### src/rtl/ex_pkg.sv
// ============================================================================
// Package : ex_pkg
// Brief   : Opcode constants, widths and FSM state type for the execute stage.
// Rev     : 1.0 - initial release
// ============================================================================
`default_nettype none

package ex_pkg;

    localparam int ALUOP_W  = 5;
    localparam int XLEN_DEF = 32;

    localparam logic [ALUOP_W-1:0] OP_ADD  = 5'd0;
    localparam logic [ALUOP_W-1:0] OP_SUB  = 5'd1;
    localparam logic [ALUOP_W-1:0] OP_SLL  = 5'd2;
    localparam logic [ALUOP_W-1:0] OP_SLT  = 5'd3;
    localparam logic [ALUOP_W-1:0] OP_SLTU = 5'd4;
    localparam logic [ALUOP_W-1:0] OP_XOR  = 5'd5;
    localparam logic [ALUOP_W-1:0] OP_SRL  = 5'd6;
    localparam logic [ALUOP_W-1:0] OP_SRA  = 5'd7;
    localparam logic [ALUOP_W-1:0] OP_OR   = 5'd8;
    localparam logic [ALUOP_W-1:0] OP_AND  = 5'd9;
    localparam logic [ALUOP_W-1:0] OP_EQ   = 5'd10;
    localparam logic [ALUOP_W-1:0] OP_NE   = 5'd11;
    localparam logic [ALUOP_W-1:0] OP_LT   = 5'd12;
    localparam logic [ALUOP_W-1:0] OP_GE   = 5'd13;
    localparam logic [ALUOP_W-1:0] OP_LTU  = 5'd14;
    localparam logic [ALUOP_W-1:0] OP_GEU  = 5'd15;
    localparam logic [ALUOP_W-1:0] OP_MUL  = 5'd16;

    typedef enum logic [0:0] {
        S_IDLE = 1'b0,
        S_BUSY = 1'b1
    } ex_state_t;

endpackage

`default_nettype wire

### src/rtl/ex_stage_hs_mul_iter.sv
// ============================================================================
// Module : mul_iter
// Brief  : Iterative shift-add multiplier, one partial product per cycle.
// Rev    : 1.0 - initial release
// ============================================================================
`default_nettype none

module mul_iter #(
    parameter int XLEN = 32
) (
    input  logic            clk,
    input  logic            rst,
    input  logic            start,
    input  logic [XLEN-1:0] A,
    input  logic [XLEN-1:0] B,
    output logic            done,
    output logic [XLEN-1:0] P
);

    localparam int CW = $clog2(XLEN) + 1;

    logic [XLEN-1:0] r_acc;
    logic [XLEN-1:0] r_a;
    logic [XLEN-1:0] r_b;
    logic [CW-1:0]   r_cnt;
    logic            r_run;
    logic [XLEN-1:0] w_part;

    // P includes the final partial product so done and P line up in the last cycle
    assign w_part = r_b[0] ? r_a : '0;
    assign P      = r_acc + w_part;
    assign done   = r_run && (r_cnt == CW'(1));

    always_ff @(posedge clk or posedge rst) begin
        if (rst) begin
            r_acc <= '0;
            r_a   <= '0;
            r_b   <= '0;
            r_cnt <= '0;
            r_run <= 1'b0;
        end else if (start) begin
            r_acc <= '0;
            r_a   <= A;
            r_b   <= B;
            r_cnt <= CW'(XLEN);
            r_run <= 1'b1;
        end else if (r_run) begin
            r_acc <= P;
            r_a   <= r_a << 1;
            r_b   <= r_b >> 1;
            r_cnt <= r_cnt - CW'(1);
            if (done) begin
                r_run <= 1'b0;
            end
        end
    end

endmodule

`default_nettype wire

### src/rtl/ex_stage_hs.sv
// ============================================================================
// Module : ex_stage_hs
// Brief  : Handshaked execute stage: forwarding, ALU, iterative MUL, branch/jump.
// Rev    : 1.0 - initial release
// ============================================================================
`default_nettype none

module ex_stage_hs
    import ex_pkg::*;
#(
    parameter int XLEN     = XLEN_DEF,
    parameter int NFWD     = 2,
    parameter int BP_TAG_W = 10
) (
    input  logic                 clk,
    input  logic                 rst,
    input  logic                 in_valid,
    output logic                 in_ready,
    input  logic [XLEN-1:0]      in_pc,
    input  logic [ALUOP_W-1:0]   in_op,
    input  logic [4:0]           in_rd,
    input  logic [4:0]           in_rs1,
    input  logic [4:0]           in_rs2,
    input  logic [XLEN-1:0]      in_opr1,
    input  logic [XLEN-1:0]      in_opr2,
    input  logic [XLEN-1:0]      in_val,
    input  logic                 in_wb_e,
    input  logic                 in_br_e,
    input  logic                 in_jp_e,
    input  logic [1:0]           in_mem_e,
    input  logic [1:0]           in_mem_len,
    input  logic [NFWD-1:0]      fwd_vld,
    input  logic [5*NFWD-1:0]    fwd_idx,
    input  logic [XLEN*NFWD-1:0] fwd_val,
    input  logic                 flush,
    output logic                 out_valid,
    input  logic                 out_ready,
    output logic [XLEN-1:0]      out_ans,
    output logic [XLEN-1:0]      out_val,
    output logic [4:0]           out_rd,
    output logic                 out_wb_e,
    output logic [1:0]           out_mem_e,
    output logic [1:0]           out_mem_len,
    output logic                 redir_e,
    output logic [XLEN-1:0]      redir_pc,
    output logic                 bp_we,
    output logic [BP_TAG_W-1:0]  bp_tag,
    output logic                 bp_taken,
    output logic [4:0]           ex_fwd_idx,
    output logic [XLEN-1:0]      ex_fwd_val,
    output logic                 busy
);

    localparam int SHW = $clog2(XLEN);

    ex_state_t       r_state;
    ex_state_t       w_state_nxt;
    logic            w_accept;
    logic            w_mul_start;
    logic            w_mul_done;
    logic            w_load;
    logic [XLEN-1:0] w_opa;
    logic [XLEN-1:0] w_opb;
    logic [SHW-1:0]  w_shamt;
    logic [XLEN-1:0] w_alu;
    logic [XLEN-1:0] w_mul_p;

    // Instruction fields held across the multiply
    logic [XLEN-1:0] r_h_pc;
    logic [XLEN-1:0] r_h_val;
    logic [4:0]      r_h_rd;
    logic            r_h_wb;
    logic            r_h_br;
    logic            r_h_jp;
    logic [1:0]      r_h_mem_e;
    logic [1:0]      r_h_mem_len;

    logic            w_from_mul;
    logic [XLEN-1:0] w_f_raw;
    logic [XLEN-1:0] w_f_pc;
    logic [XLEN-1:0] w_f_val;
    logic            w_f_br;
    logic            w_f_jp;
    logic [XLEN-1:0] w_f_ans;
    logic [XLEN-1:0] w_f_rpc;
    logic            w_f_redir;
    logic            w_f_taken;

    logic            r_out_valid;
    logic [XLEN-1:0] r_out_ans;
    logic [XLEN-1:0] r_out_val;
    logic [4:0]      r_out_rd;
    logic            r_out_wb_e;
    logic [1:0]      r_out_mem_e;
    logic [1:0]      r_out_mem_len;
    logic            r_redir_e;
    logic [XLEN-1:0] r_redir_pc;
    logic            r_bp_we;
    logic [BP_TAG_W-1:0] r_bp_tag;
    logic            r_bp_taken;

    assign in_ready    = (r_state == S_IDLE) && (!r_out_valid || out_ready) && !flush;
    assign w_accept    = in_valid && in_ready;
    assign w_mul_start = w_accept && (in_op == OP_MUL);
    assign w_load      = !flush && ((w_accept && (in_op != OP_MUL)) ||
                                    ((r_state == S_BUSY) && w_mul_done));

    // Lowest-index source is applied last so it wins
    always_comb begin
        w_opa = in_opr1;
        w_opb = in_opr2;
        for (int i = NFWD - 1; i >= 0; i--) begin
            if ((in_rs1 != 5'd0) && fwd_vld[i] && (fwd_idx[5*i +: 5] == in_rs1)) begin
                w_opa = fwd_val[XLEN*i +: XLEN];
            end
            if ((in_rs2 != 5'd0) && fwd_vld[i] && (fwd_idx[5*i +: 5] == in_rs2)) begin
                w_opb = fwd_val[XLEN*i +: XLEN];
            end
        end
    end

    assign w_shamt = w_opb[SHW-1:0];

    always_comb begin
        w_alu = '0;
        case (in_op)
            OP_ADD:  w_alu = w_opa + w_opb;
            OP_SUB:  w_alu = w_opa - w_opb;
            OP_SLL:  w_alu = w_opa << w_shamt;
            OP_SLT:  w_alu = {{(XLEN-1){1'b0}}, $signed(w_opa) < $signed(w_opb)};
            OP_SLTU: w_alu = {{(XLEN-1){1'b0}}, w_opa < w_opb};
            OP_XOR:  w_alu = w_opa ^ w_opb;
            OP_SRL:  w_alu = w_opa >> w_shamt;
            OP_SRA:  w_alu = $unsigned($signed(w_opa) >>> w_shamt);
            OP_OR:   w_alu = w_opa | w_opb;
            OP_AND:  w_alu = w_opa & w_opb;
            OP_EQ:   w_alu = {{(XLEN-1){1'b0}}, w_opa == w_opb};
            OP_NE:   w_alu = {{(XLEN-1){1'b0}}, w_opa != w_opb};
            OP_LT:   w_alu = {{(XLEN-1){1'b0}}, $signed(w_opa) < $signed(w_opb)};
            OP_GE:   w_alu = {{(XLEN-1){1'b0}}, $signed(w_opa) >= $signed(w_opb)};
            OP_LTU:  w_alu = {{(XLEN-1){1'b0}}, w_opa < w_opb};
            OP_GEU:  w_alu = {{(XLEN-1){1'b0}}, w_opa >= w_opb};
            default: w_alu = '0;
        endcase
    end

    mul_iter #(
        .XLEN (XLEN)
    ) u_mul (
        .clk   (clk),
        .rst   (rst),
        .start (w_mul_start),
        .A     (w_opa),
        .B     (w_opb),
        .done  (w_mul_done),
        .P     (w_mul_p)
    );

    always_ff @(posedge clk or posedge rst) begin
        if (rst) begin
            r_state <= S_IDLE;
        end else begin
            r_state <= w_state_nxt;
        end
    end

    always_comb begin
        w_state_nxt = r_state;
        if (flush) begin
            w_state_nxt = S_IDLE;
        end else begin
            case (r_state)
                S_IDLE:  if (w_mul_start) w_state_nxt = S_BUSY;
                S_BUSY:  if (w_mul_done)  w_state_nxt = S_IDLE;
                default: w_state_nxt = S_IDLE;
            endcase
        end
    end

    always_ff @(posedge clk or posedge rst) begin
        if (rst) begin
            r_h_pc      <= '0;
            r_h_val     <= '0;
            r_h_rd      <= '0;
            r_h_wb      <= 1'b0;
            r_h_br      <= 1'b0;
            r_h_jp      <= 1'b0;
            r_h_mem_e   <= '0;
            r_h_mem_len <= '0;
        end else if (w_mul_start) begin
            r_h_pc      <= in_pc;
            r_h_val     <= in_val;
            r_h_rd      <= in_rd;
            r_h_wb      <= in_wb_e;
            r_h_br      <= in_br_e;
            r_h_jp      <= in_jp_e;
            r_h_mem_e   <= in_mem_e;
            r_h_mem_len <= in_mem_len;
        end
    end

    // Result finishing shared by single-cycle ops and multiply completion
    always_comb begin
        w_from_mul = (r_state == S_BUSY);
        w_f_raw    = w_from_mul ? w_mul_p : w_alu;
        w_f_pc     = w_from_mul ? r_h_pc  : in_pc;
        w_f_val    = w_from_mul ? r_h_val : in_val;
        w_f_br     = w_from_mul ? r_h_br  : in_br_e;
        w_f_jp     = w_from_mul ? r_h_jp  : in_jp_e;
        w_f_ans    = w_f_raw;
        w_f_rpc    = w_f_pc + w_f_val;
        w_f_redir  = 1'b0;
        w_f_taken  = 1'b0;
        if (w_f_br) begin
            w_f_taken = w_f_raw[0];
            w_f_redir = w_f_raw[0];
        end else if (w_f_jp) begin
            w_f_redir = 1'b1;
            w_f_rpc   = w_f_raw;
            w_f_ans   = w_f_pc + XLEN'(4);
        end
    end

    always_ff @(posedge clk or posedge rst) begin
        if (rst) begin
            r_out_valid   <= 1'b0;
            r_out_ans     <= '0;
            r_out_val     <= '0;
            r_out_rd      <= '0;
            r_out_wb_e    <= 1'b0;
            r_out_mem_e   <= '0;
            r_out_mem_len <= '0;
            r_redir_e     <= 1'b0;
            r_redir_pc    <= '0;
            r_bp_we       <= 1'b0;
            r_bp_tag      <= '0;
            r_bp_taken    <= 1'b0;
        end else if (flush) begin
            r_out_valid <= 1'b0;
            r_redir_e   <= 1'b0;
            r_bp_we     <= 1'b0;
        end else begin
            r_redir_e <= 1'b0;
            r_bp_we   <= 1'b0;
            if (w_load) begin
                r_out_valid   <= 1'b1;
                r_out_ans     <= w_f_ans;
                r_out_val     <= w_f_val;
                r_out_rd      <= w_from_mul ? r_h_rd      : in_rd;
                r_out_wb_e    <= w_from_mul ? r_h_wb      : in_wb_e;
                r_out_mem_e   <= w_from_mul ? r_h_mem_e   : in_mem_e;
                r_out_mem_len <= w_from_mul ? r_h_mem_len : in_mem_len;
                r_redir_e     <= w_f_redir;
                r_redir_pc    <= w_f_rpc;
                r_bp_we       <= w_f_br;
                r_bp_tag      <= w_f_pc[BP_TAG_W-1:0];
                r_bp_taken    <= w_f_taken;
            end else if (out_ready) begin
                r_out_valid <= 1'b0;
            end
        end
    end

    assign out_valid   = r_out_valid;
    assign out_ans     = r_out_ans;
    assign out_val     = r_out_val;
    assign out_rd      = r_out_rd;
    assign out_wb_e    = r_out_wb_e;
    assign out_mem_e   = r_out_mem_e;
    assign out_mem_len = r_out_mem_len;
    assign redir_e     = r_redir_e;
    assign redir_pc    = r_redir_pc;
    assign bp_we       = r_bp_we;
    assign bp_tag      = r_bp_tag;
    assign bp_taken    = r_bp_taken;
    assign ex_fwd_idx  = (r_out_valid && r_out_wb_e && (r_out_rd != 5'd0)) ? r_out_rd : 5'd0;
    assign ex_fwd_val  = r_out_ans;
    assign busy        = (r_state == S_BUSY);

endmodule

`default_nettype wire

### config.mk
export PLATFORM = sky130hd
export DESIGN_NAME = ex_stage_hs
export DESIGN_NICKNAME = d
export VERILOG_FILES = /design/src/rtl/ex_pkg.sv /design/src/rtl/ex_stage_hs_mul_iter.sv /design/src/rtl/ex_stage_hs.sv
export SDC_FILE = /design/constraint.sdc
export NUM_CORES = 2
export LEC_CHECK = 0
export ABC_AREA = 0
export CORE_MARGIN = 4
export CORE_UTILIZATION = 45
export CTS_BUF_LIST = sky130_fd_sc_hd__clkbuf_2 sky130_fd_sc_hd__clkbuf_4 sky130_fd_sc_hd__clkbuf_8
export CTS_CLUSTER_SIZE = 28
export DETAILED_ROUTE_END_ITERATION = 10
export GPL_ROUTABILITY_DRIVEN = 1
export PLACE_DENSITY = 0.68
export SETUP_SLACK_MARGIN = 0.15
export SKIP_LAST_GASP = 1
export SYNTH_ARGS = -nofsm -noshare
export SYNTH_HDL_FRONTEND = slang
export SYNTH_SLANG_ARGS = --single-unit
### constraint.sdc
create_clock -name clk -period 10.6 [get_ports clk]
set_clock_uncertainty 0.1 [all_clocks]
set_input_delay 1.06 -clock clk [delete_from_list [all_inputs] [get_ports clk]]
set_output_delay 1.06 -clock clk [all_outputs]
set_load 0.05 [all_outputs]
# Word-level counts from Yosys, hierarchy flattened
# Cells that the tools add are included.
# op_classes
bitwise,5
n_eq_ne,24
n_addsub,6
order_cmp,4
mux,44
reduce_logical,31
n_shift,3
# ops
operator,count
$mux 32,18
$pmux 32 s14,1
$add 32x32->32,3
$ge 32x32->1,2
$lt 32x32->1,2
$eq 5x4->1 const B,8
$add 32x3->32 const B,1
$and 32x32->32,1
$eq 32x32->1,1
$ne 32x32->1,1
$or 32x32->32,1
$shl 32x5->32,1
$shr 32x5->32,1
$sshr 32x5->32,1
$sub 32x32->32,1
$xor 32x32->32,1
$eq 5x3->1 const B,4
$eq 5x5->1,4
$logic_and 1x1->1,18
$mux 1,18
$reduce_bool 5->1,3
$mux 6,2
$eq 5x2->1 const B,2
$mux 5,2
15 further kinds,20
# totals
register_bits,300
output_inout_bits,159
wordCells,143
inputBits,236

# Logic depth before layout (Yosys ltp)
# depth
depth_word,11
ltp_mapped,26
depth_no_buf,19

# Cells and area by module
# A second synthesis with hierarchy kept.
# hier_totals
hier_cells,3642
hier_area_um2,29226.8
# modules_own_cells
module,instances,cells_each,area_each_um2,seq_area_each_um2
ex_stage_hs,1,2936,22736.8,4929.7
mul_iter,1,706,6490.0,2577.5

# Worst setup path before layout
# Ideal clock, no wire load.
# synth_path
path_kind,in2reg
from,input port in_rs2[0]
to,register r_redir_pc[31] (netlist: redir_pc[31])
path_buffers,4
setup_ns,0.136
required_time_ns,10.364
cell_stages,23
path_slack_ns,3.611
arrival_time_ns,6.753
cell_sequence,buf_2 xor2_1 or4_1 clkbuf_1 nor2_1 clkbuf_1 mux2i_1 o21ai_0 inv_1 ha_1 clkbuf_1 nor3_1 o31ai_1 a2111oi_1 o31ai_1 o311ai_0 a2111oi_0 nor4_1 nand2_1 a31o_2 a211o_1 mux2i_1 o21ai_0
# synth_via
elab_chain_cells,10
word_cells_on_any_way,21
classes_between,add/sub: 2; eq/ne: 2; shift: 3; mux: 6; bitwise: 3; reduce/logical: 5
# synth_rtl
element,line_no,rtl
from (decl),ex_stage_hs.sv:23,"input logic [4:0] in_rs2,"
$reduce_bool 5->1,ex_stage_hs.sv:116,if ((in_rs2 != 5'd0) && fwd_vld[i] && (fwd_idx[5*i +: 5] == in_rs2)) begin
$logic_and 1x1->1 (2 in a row),ex_stage_hs.sv:116,
$mux 32,ex_stage_hs.sv:116,
$mux 32 *,ex_stage_hs.sv:116,
"$sub 32x32->32, or another cell as far along",ex_stage_hs.sv:128,OP_SUB: w_alu = w_opa - w_opb;
$pmux 32 s14 *,ex_stage_hs.sv:126,case (in_op)
$mux 32 *,ex_stage_hs.sv:205,w_f_raw = w_from_mul ? w_mul_p : w_alu;
$mux 32 *,ex_stage_hs.sv:217,end else if (w_f_jp) begin
$mux 32 *,ex_stage_hs.sv:214,if (w_f_br) begin
to (signal assigned),ex_stage_hs.sv:254,r_redir_pc <= w_f_rpc;
to (decl),ex_stage_hs.sv:97,logic [XLEN-1:0] r_redir_pc;
# Mark *: on every way between the ends. The rest lies on a longest branch, timed or not.
# A chain may end at the register's enable or synchronous reset.

# Worst setup path in the final report
# Ends and elaborated chain as after synthesis.

==> flow_metrics.env <==
export IMPL_status="complete, no violations"
export IMPL_area_delta_synth_final_pct=20.0
export IMPL_cts_buffers=56
export IMPL_antenna_found_initial=3
export IMPL_fp_dieArea_um2=67000
export IMPL_wirelength_um=121000
export IMPL_drt_vias_per_instance=6.28
export IMPL_hpwl_um=90300
export IMPL_synth_async_reset_ratio_pct=100
export IMPL_synth_fp_nets=4074
export IMPL_path_class="in -> reg"
export IMPL_synth_area_leaders="dfrtp_1, mux2i_1, nand2_1, ha_1, o21ai_0"
export IMPL_p_leak_nw=15.2
export IMPL_initial_core_util_pct=45.6
export IMPL_ys_seq_elements=300
export IMPL_synth_edf_count=0
export IMPL_final_antenna_net_count=0
export IMPL_multi_input_area_um2=19100
export IMPL_cp_end_kind="flip-flop"
export IMPL_cts_clk_slew_worst_paths_ns=0.06
export IMPL_drt_drc_violations_left=0
export IMPL_drive_gt1_share_pct=7.32
export IMPL_slowest_delay_ns=0.93
export IMPL_synth_top_cell_by_area="dfrtp_1"
export IMPL_grt_pass1_vias=28500
export IMPL_fin_crit_ns=8.02
export IMPL_setup_tns_ns=0
export IMPL_cts_setup_buffers=0
export IMPL_hold_violations=0
export IMPL_place_ws_ns=2.19
export IMPL_nNetsFinal=4336
export IMPL_cts_resized=0
export IMPL_cp_buffers_inverters=3
export IMPL_min_period_over_period_pct=75.7
export IMPL_synth_top_area_share_pct=26.5
export IMPL_cts_tree="done"
export IMPL_path_cells="clkdlybuf4s50_1 > xor2_1 > or4_1 > nor2_4 > mux2i_1 > o21ai_0 > inv_1 > ha_1 > nor3_1 > o31ai_1 > a2111oi_1 > o31ai_1 > buf_4 > o311ai_0 > a2111oi_0 > nor4_1 > nand2_1 > a31o_2 > a211o_1 > mux2i_1 > o21ai_0"
export IMPL_num_rows=91
export IMPL_final_util_pct=54.8
export IMPL_drt_pass1_iterations=9
export IMPL_required_ns=11.02
export IMPL_setup_viol=0
export IMPL_drtIter0Drc=3307
export IMPL_slew_headroom_pct=1.51
export IMPL_synth_area_um2=28300
export IMPL_syn_avg_cell_area_um2=7.71
export IMPL_crit_path_top_delay_cell="nor2_4"
export IMPL_finalMaxSlewViolations=0
export IMPL_syn_inst=3672
export IMPL_fmax_mhz=125
export IMPL_power_density_nw_per_um2=164
export IMPL_core_area_um2=62100
export IMPL_vias=30200
export IMPL_ios=395
export IMPL_ir_drop_mv=0.0921
export IMPL_max_cap_viol_count=0
export IMPL_wl_per_cell_um=25.2
export IMPL_rsz0062_at_grt="false"
export IMPL_postCtsHoldBufs=0
export IMPL_tightest_slew_ns=1.48
export IMPL_synth_common_cells="nand2_1, dfrtp_1, mux2i_1"
export IMPL_clock_latency_ns=0.72
export IMPL_synth_main_ff_cell="dfrtp_1"
export IMPL_cpLargestDelayFamily="compound AO/OA/AOI/OAI gates"
export IMPL_die_w_um=259
export IMPL_grt_pass1_wl_um=180000
export IMPL_holdCritPathClass="reg -> reg"
export IMPL_cp_arrival_ns=8.44
export IMPL_gp_congestion=1.06
export IMPL_cts_buffer_depth=3
export IMPL_cts_root_buf="clkbuf_8"
export IMPL_ff_latch_area_um2=7510
export IMPL_track_usage_pct=34.6
export IMPL_cts_sinks=300
export IMPL_ys_seq_area_share_pct=26.5
export IMPL_die_h_um=259
export IMPL_fin_ws_ns=2.58
export IMPL_cp_max_fo=27
export IMPL_numPortBuffers=394
export IMPL_startpoint_type="primary input"
export IMPL_synth_most_common_cell="nand2_1"
export IMPL_grt_max_degree=124
export IMPL_synth_warnings=0
export IMPL_grt_remaining_overflow=0
export IMPL_synth_cell_types=92
export IMPL_htreeDepth=2
export IMPL_n_fill_cell=6043
export IMPL_power_total_mw=5.58
[state kept, by name, summed over array words and instances, names as in the netlist, 2 cells and up]
name / cells
bp_tag: 10
ex_fwd_val: 32
out_mem_e: 2
out_mem_len: 2
out_rd: 5
out_val: 32
r_h_mem_e: 2
r_h_mem_len: 2
r_h_pc: 32
r_h_rd: 5
r_h_val: 32
redir_pc: 32
u_mul.r_a: 32
u_mul.r_acc: 32
u_mul.r_b: 32
u_mul.r_cnt: 6
[metal layers]
metal	vias up	track usage [%]	wire length (um)
li1	13700	-	-
met1	14300	45.4	48700
met2	1790	53.4	52700
met3	398	8.08	12400
met4	0	17.8	7650
met5	-	0	0
[tightest hold or removal path: stages (launching register included)]
cell and delay, ns:
dfrtp_1 0.34, nand2_1 0.05, nand2_1 0.05
[report_power, final]
part	internal [mW]	switching (mW)	leakage (nW)	total (mW)
Combinational	0.951	1.67	10.6	2.62
Sequential	1.43	0.252	3.88	1.68
Clock	0.730	0.552	0.669	1.28
Total	3.11	2.48	15.2	5.58
[cell usage in the layout (no fill, tap or decap), types with 27 or more instances in the layout]
cell type	n
and3_1	27
nand3_1	78
o21bai_1	27
clkbuf_8	72
xor2_1	30
inv_1	130
a21oi_1	202
a31oi_1	53
dfrtp_1	298
o21ai_0	270
a211oi_1	39
o211ai_1	28
nor2_1	240
nand4_1	53
a21o_1	34
o22ai_1	41
ha_1	162
nor3_1	105
xnor2_1	81
a22oi_1	38
and2_1	47
nand2_1	684
o31ai_1	49
clkdlybuf4s50_1	394
buf_4	80
mux2i_1	291
mux2_2	46
[final cells by class]
type                            count  area share (%)
Timing Repair Buffer              475            13.4
Tap cell                          837            3.08
Multi-Input combinational cell   2963            56.1
Clock buffer                       85            3.20
Clock inverter                     15           0.511
Inverter                          138            1.55
Antenna cell                        5          0.0368
Sequential cell                   300            22.1
[logic make-up after synthesis]
group / share of synthesized area, %
simple gates: 21.0
compound gates: 22.8
flops: 26.5
buf+inv: 6.53
mux: 12.2
xor+xnor: 3.43
fa+ha+maj: 7.44
[per-stage QoR]
| stage | cells | hold slack, ns | area (um^2) |
|---|---|---|---|
| 6_report | 4818 | 0.370 | 34000 |
| 5_1_grt | 4815 | 0.393 | 34000 |
| 4_1_cts | 4813 | 0.376 | 34000 |
| 3_5_place_dp | 4713 | 0.360 | 32700 |
| 3_3_place_gp | 4713 | 0.351 | 32700 |
| 2_1_floorplan | 3672 | 0.340 | 28300 |
[worst paths after layout]
check                                      endpoint                    start  cells past startpoint  slack, ns
hold / removal              out_val[13]$_DFFE_PP0P_  out_val[13]$_DFFE_PP0P_                      2       0.37
setup reg to reg           redir_pc[28]$_DFFE_PP0P_           busy$_DFF_PP0_                     15       5.18
max in group asynchronous    r_h_pc[20]$_DFFE_PP0P_                      rst                      4       7.41
hold reg to reg             out_val[13]$_DFFE_PP0P_  out_val[13]$_DFFE_PP0P_                      2       0.37
min in group asynchronous   redir_pc[7]$_DFFE_PP0P_                      rst                      2       0.85
setup / recovery           redir_pc[31]$_DFFE_PP0P_                in_rs2[0]                     21       2.58
Note: power is estimated with default switching activity, not from simulation.
